--- src/rtl/idli_issue_m.sv ---
// Purpose : fetch/issue sequencer; owns the slice counter and fetch pc, buffers fetched words, streams head encoding.
// Latency : a word delivered in slot N is first streamed in slot N+1 (no same-slot bypass).
// Backpress: fetch request drops while the queue is full; i_is_stall holds the head for another slot.
//
// Ports:
//   i_is_gck / i_is_rst_n           clock, async active-low reset
//   o_is_ctr                        free-running slice counter, slot = ctr 0..3
//   o_is_mem_req / o_is_mem_pc      word fetch request and its address (stable across a slot)
//   i_is_mem_data / i_is_mem_vld    serial word slices (LSB first), vld sampled at ctr==3
//   o_is_enc / o_is_enc_vld         head encoding slice for the current ctr, head valid
//   i_is_stall                      sampled at ctr==3: keep the head, re-stream next slot
//   i_is_redirect / i_is_redirect_pc sampled at ctr==3: flush queue and refetch from new pc
module idli_issue_m #(
    parameter int          DEPTH    = 2,
    parameter logic [15:0] RESET_PC = 16'h0000
) (
    input  logic        i_is_gck,
    input  logic        i_is_rst_n,
    output logic [1:0]  o_is_ctr,
    output logic        o_is_mem_req,
    output logic [15:0] o_is_mem_pc,
    input  logic [3:0]  i_is_mem_data,
    input  logic        i_is_mem_vld,
    output logic [3:0]  o_is_enc,
    output logic        o_is_enc_vld,
    input  logic        i_is_stall,
    input  logic        i_is_redirect,
    input  logic [15:0] i_is_redirect_pc
);

    localparam int PW = $clog2(DEPTH);
    localparam int CW = $clog2(DEPTH + 1);

    logic [1:0]    ctr;
    logic [11:0]   asm_q;          // nibbles 0..2 of the word in flight; nibble 3 is taken live
    logic [15:0]   q_mem [DEPTH];
    logic [PW-1:0] rd_ptr;
    logic [PW-1:0] wr_ptr;
    logic [CW-1:0] count;
    logic [15:0]   pc;

    logic          boundary;
    logic [15:0]   word;
    logic [15:0]   head;
    logic          push;
    logic          pop;

    assign boundary = (ctr == 2'd3);
    assign word     = {i_is_mem_data, asm_q};
    assign head     = q_mem[rd_ptr];

    assign o_is_ctr     = ctr;
    assign o_is_mem_pc  = pc;
    assign o_is_mem_req = (count < CW'(DEPTH));
    assign o_is_enc     = head[{ctr, 2'b00} +: 4];
    // Redirect kills the head in the boundary cycle itself, not just from the next slot.
    assign o_is_enc_vld = (count != '0) && !(boundary && i_is_redirect);

    // Push requires our own request: a vld with the queue full is ignored.
    assign push = boundary && o_is_mem_req && i_is_mem_vld && !i_is_redirect;
    assign pop  = boundary && (count != '0) && !i_is_stall && !i_is_redirect;

    always_ff @(posedge i_is_gck or negedge i_is_rst_n) begin
        if (!i_is_rst_n) begin
            ctr <= 2'd0;
        end else begin
            ctr <= ctr + 2'd1;
        end
    end

    always_ff @(posedge i_is_gck or negedge i_is_rst_n) begin
        if (!i_is_rst_n) begin
            asm_q <= '0;
        end else begin
            case (ctr)
                2'd0:    asm_q[3:0]  <= i_is_mem_data;
                2'd1:    asm_q[7:4]  <= i_is_mem_data;
                2'd2:    asm_q[11:8] <= i_is_mem_data;
                default: asm_q       <= asm_q;
            endcase
        end
    end

    always_ff @(posedge i_is_gck or negedge i_is_rst_n) begin
        if (!i_is_rst_n) begin
            for (int i = 0; i < DEPTH; i++) begin
                q_mem[i] <= '0;
            end
        end else if (push) begin
            q_mem[wr_ptr] <= word;
        end
    end

    always_ff @(posedge i_is_gck or negedge i_is_rst_n) begin
        if (!i_is_rst_n) begin
            rd_ptr <= '0;
            wr_ptr <= '0;
            count  <= '0;
            pc     <= RESET_PC;
        end else if (boundary) begin
            if (i_is_redirect) begin
                rd_ptr <= '0;
                wr_ptr <= '0;
                count  <= '0;
                pc     <= i_is_redirect_pc;
            end else begin
                if (push) begin
                    wr_ptr <= wr_ptr + PW'(1);
                    pc     <= pc + 16'd1;
                end
                if (pop) begin
                    rd_ptr <= rd_ptr + PW'(1);
                end
                if (push && !pop) begin
                    count <= count + CW'(1);
                end else if (pop && !push) begin
                    count <= count - CW'(1);
                end
            end
        end
    end

endmodule

--- config.mk ---
export PLATFORM = sky130hd
export DESIGN_NAME = idli_issue_m
export DESIGN_NICKNAME = d
export VERILOG_FILES = /design/src/rtl/idli_issue_m.sv
export SDC_FILE = /design/constraint.sdc
export NUM_CORES = 1
export LEC_CHECK = 0
export CAP_MARGIN = 20
export CELL_PAD_IN_SITES_DETAIL_PLACEMENT = 0
export CELL_PAD_IN_SITES_GLOBAL_PLACEMENT = 2
export CORE_AREA = 4 4 111 81
export CTS_CLUSTER_DIAMETER = 60
export DETAILED_ROUTE_END_ITERATION = 7
export DIE_AREA = 0 0 115 85
export DONT_BUFFER_PORTS = 1
export GPL_TIMING_DRIVEN = 0
export PLACE_DENSITY_LB_ADDON = 0.1
export REMOVE_ABC_BUFFERS = 1
export SYNTH_ARGS = -nofsm -noshare
export SYNTH_HDL_FRONTEND = slang
export SYNTH_SLANG_ARGS = --single-unit
--- constraint.sdc ---
create_clock -name i_is_gck -period 2.5 [get_ports i_is_gck]
set_clock_uncertainty 0.2 [all_clocks]
set_input_delay 0.75 -clock i_is_gck [delete_from_list [all_inputs] [get_ports i_is_gck]]
set_output_delay 0.75 -clock i_is_gck [all_outputs]
set_load 0.02 [all_outputs]
==> results.py <==
metrics = {
    "run": {
        "maxCapViolCount": 0,
    },
    "clocking": {
        "clk_pin_slew_worst_paths_ns": 0.06,
        "clkSinkCount": 66,
        "cts_buffer_depth": 2,
        "numCtsBuffers": 9,
        "cts-root-buf": "clkbuf_16",
        "worst_skew_pair.late_latency_ns": 0.33,
        "cts_tree": "done",
        "cts_max_level": 3,
    },
    "grt": {
        "grt_usage": 0.1708,
        "grt_max_degree": 67,
        "grt_pass1_wl_mm": 12.82,
        "antenna_found_initial": 0,
        "overflow": 0,
        "grt_pass1_vias": 2322,
    },
    "final_layout": {
        "antenna_cells": 0,
        "final_cell_count_no_fill": 388,
        "final_core_util": 0.4875,
        "fin_area_mm2": 0.003821,
        "final_nets": 312,
        "area_growth_pct": 16.88,
        "drive_gt1_frac": 0.3345,
    },
    "sta": {
        "fin_crit_ns": 2.542,
        "hold_viol_final": 66,
        "slew_viol_final": 0,
        "slew_headroom": 0.5366,
        "worstMarginPinSlew_ns": 0.6905,
        "period_share": 1.017,
        "finalSetupViolations": 4,
        "rsz0062_at_grt": "yes",
        "fmax_mhz": 393.4,
        "setup_slack_ns": -0.04218,
        "hold_ws_ns": -0.08869,
    },
    "logic_synthesis": {
        "synth_area_leader_cell": "dfrtp_1",
        "post-synth-top-count-cell": "dfrtp_1",
        "syn_inst": 278,
        "yosysSeqAreaShare": 0.5052,
        "synth_cell_types": 48,
        "synth_common_cells": "66 x dfrtp_1, 46 x mux2_2, 25 x nand2_1, 15 x nor2_1, 12 x a21oi_1",
        "synth-main-ff-cell": "dfrtp_1",
        "synth.cell_area_mm2": 0.003269,
        "synth_edf_count": 0,
        "post_synth.cell_area_avg_um2": 11.76,
        "ys_top_cells_by_area": "dfrtp_1 51%, mux2_2 16%, mux4_2 5.5%",
        "ys_ff_latch": 66,
        "yosys_warnings": 0,
        "async_reset_ff_frac": 1.000,
        "synth_top_area_frac": 0.5052,
    },
    "placement": {
        "gp_congestion": 0.7615,
        "io_buffers": 0,
        "dpl_cell_area_mm2": 0.003341,
        "hpwlAfterDp_mm": 5.089,
        "dpl.cell_count": 368,
    },
    "worst_setup_path": {
        "r2r_cells": 5,
        "criticalPathCategory": "reg2out",
        "cp_max_fo": 4,
        "reg2reg_slack_ns": 0.19,
        "crit_path_cell_trace": "buf_6 -> mux4_2 -> nand2_1 -> nand2_4",
        "cp.required_ns": 1.55,
        "slowest_delay_ns": 0.50,
        "worstSetupStartpointType": "register",
        "endpoint_kind": "output pin",
        "cp.arrival_ns": 1.59,
        "critPathSlowestCell": "mux4_2",
    },
    "floorplan": {
        "fp.dieArea_mm2": 0.009775,
        "die_w_um": 115,
        "die_height_um": 85,
        "start_util": 0.4171,
        "pin_count": 49,
        "core_mm2": 0.007838,
        "num_rows": 27,
    },
    "outcome": {
        "failed_checks": "hold timing, setup timing",
        "status": "finished with violations",
    },
    "detailed_routing": {
        "wl_per_cell_um": 19.83,
        "detail-route-antenna-nets": 0,
        "vias": 2230,
        "first_pass_iters": 4,
        "viasPerCell": 5.747,
        "dr.first_iter.drc_count": 119,
        "drt_wl_total_mm": 7.695,
        "drc": 0,
    },
    "power_and_ir_drop": {
        "combPwrFrac": 0.218,
        "p_leak_uw": 0.001599,
        "pwr-share-seq": 0.409,
        "ir_drop_mv": 0.4108,
        "cellPowerDensity_mw_per_mm2": 1023,
        "p_sw_uw": 1108,
        "power_uw": 3907,
        "p_int_uw": 2800,
        "swShare": 0.2835,
        "clockPowerShare": 0.373,
    },
    "hold_path": {
        "hold_path.class": "in2async",
    },
}
-- cells by family after synthesis --
family	synth area share
and+or+nand+nor	0.1202
muxes	0.2323
DFF	0.5052
adders and majority gates	0.01914
AOI/OAI and AO/OA	0.09262
buffers and inverters	0.03061
-- power by group through the flow --
stage / clock (µW) / combinational, µW / sequential, µW
after detailed placement: 0 / 694 / 1640
after global placement: 0 / 685 / 1640
after global routing: 1530 / 934 / 1640
final: 1460 / 852 / 1600
after floorplan: 0 / 607 / 1560
after CTS: 1490 / 851 / 1590
-- cells in the final DEF (no fill, tap or decap), types with 3 or more instances in the layout --
| cell type | count |
|---|---|
| or3_2 | 3 |
| nand2_2 | 6 |
| nor3_1 | 7 |
| nor2_1 | 15 |
| a21oi_1 | 11 |
| o22ai_1 | 6 |
| nand3_1 | 5 |
| nand4_1 | 3 |
| mux4_2 | 8 |
| mux2_2 | 46 |
| o21ai_0 | 11 |
| clkbuf_16 | 9 |
| ha_1 | 4 |
| bufinv_16 | 3 |
| dfrtp_1 | 63 |
| inv_1 | 11 |
| mux2i_1 | 5 |
| nand2_1 | 15 |
| nand2_4 | 4 |
| nor4_1 | 7 |
-- final timing paths --
path	start	to
min reg2reg	q_mem[4]$_DFFE_PN0P_	q_mem[4]$_DFFE_PN0P_
max reg2reg	o_is_ctr[0]$_DFF_PN0_	q_mem[1]$_DFFE_PN0P_
max in group asynchronous	i_is_rst_n	rd_ptr$_DFFE_PN0P_
min in group i_is_gck	q_mem[4]$_DFFE_PN0P_	q_mem[4]$_DFFE_PN0P_
max	rd_ptr$_DFFE_PN0P_	o_is_enc[3]
min	i_is_rst_n	o_is_mem_pc[15]$_DFFE_PN0P_
-- state kept, by name, summed over array words and instances, names as in the netlist --
| register | flops |
|---|---|
| q_mem | 32 |
| asm_q | 12 |
| o_is_ctr | 2 |
| wr_ptr | 1 |
| rd_ptr | 1 |
| o_is_mem_pc | 16 |
| count | 2 |
-- through the flow --
step / worst slack, ns / TNS, ns
detailed placement: -1.098 / -41.50
floorplan: -0.1349 / -3.360
CTS: -0.06611 / -0.2366
global route: -0.09603 / -0.3518
global placement: -1.082 / -40.91
finish: -0.04218 / -0.1484
-- critical path, delay by kind of cell, from the launching register on --
kind          cells  cell delay [ns]
buf+inv           1             0.13
flops             1             0.43
mux               1             0.50
simple gates      2             0.20
-- per-layer routing --
layer  up-vias  global-route usage  part of all wire
met5         -                   0                 0
met2        48              0.2300              0.41
li1       1039                   -                 -
met1      1136              0.2629              0.52
met4         0             0.03838            0.0091
met3         7             0.05773             0.056
-- layout make-up --
| cell class | count | area (µm²) |
|---|---|---|
| repair buffers | 4 | 58.81 |
| inverters | 12 | 45.04 |
| flip-flops and latches | 66 | 1660 |
| clock inverters | 6 | 115.1 |
| fillers | 701 | 4016 |
| multi-input cells | 189 | 1587 |
| well taps | 101 | 126.4 |
| clock buffers | 10 | 229.0 |
-- timing repair --
action,in CTS,in global routing
endpoints found under the setup margin,55,18
buffers inserted,4,0
pin swaps,6,3
gates resized for setup,21,4
hold endpoints to repair,66,66
Power figures use the tool's default switching activity.
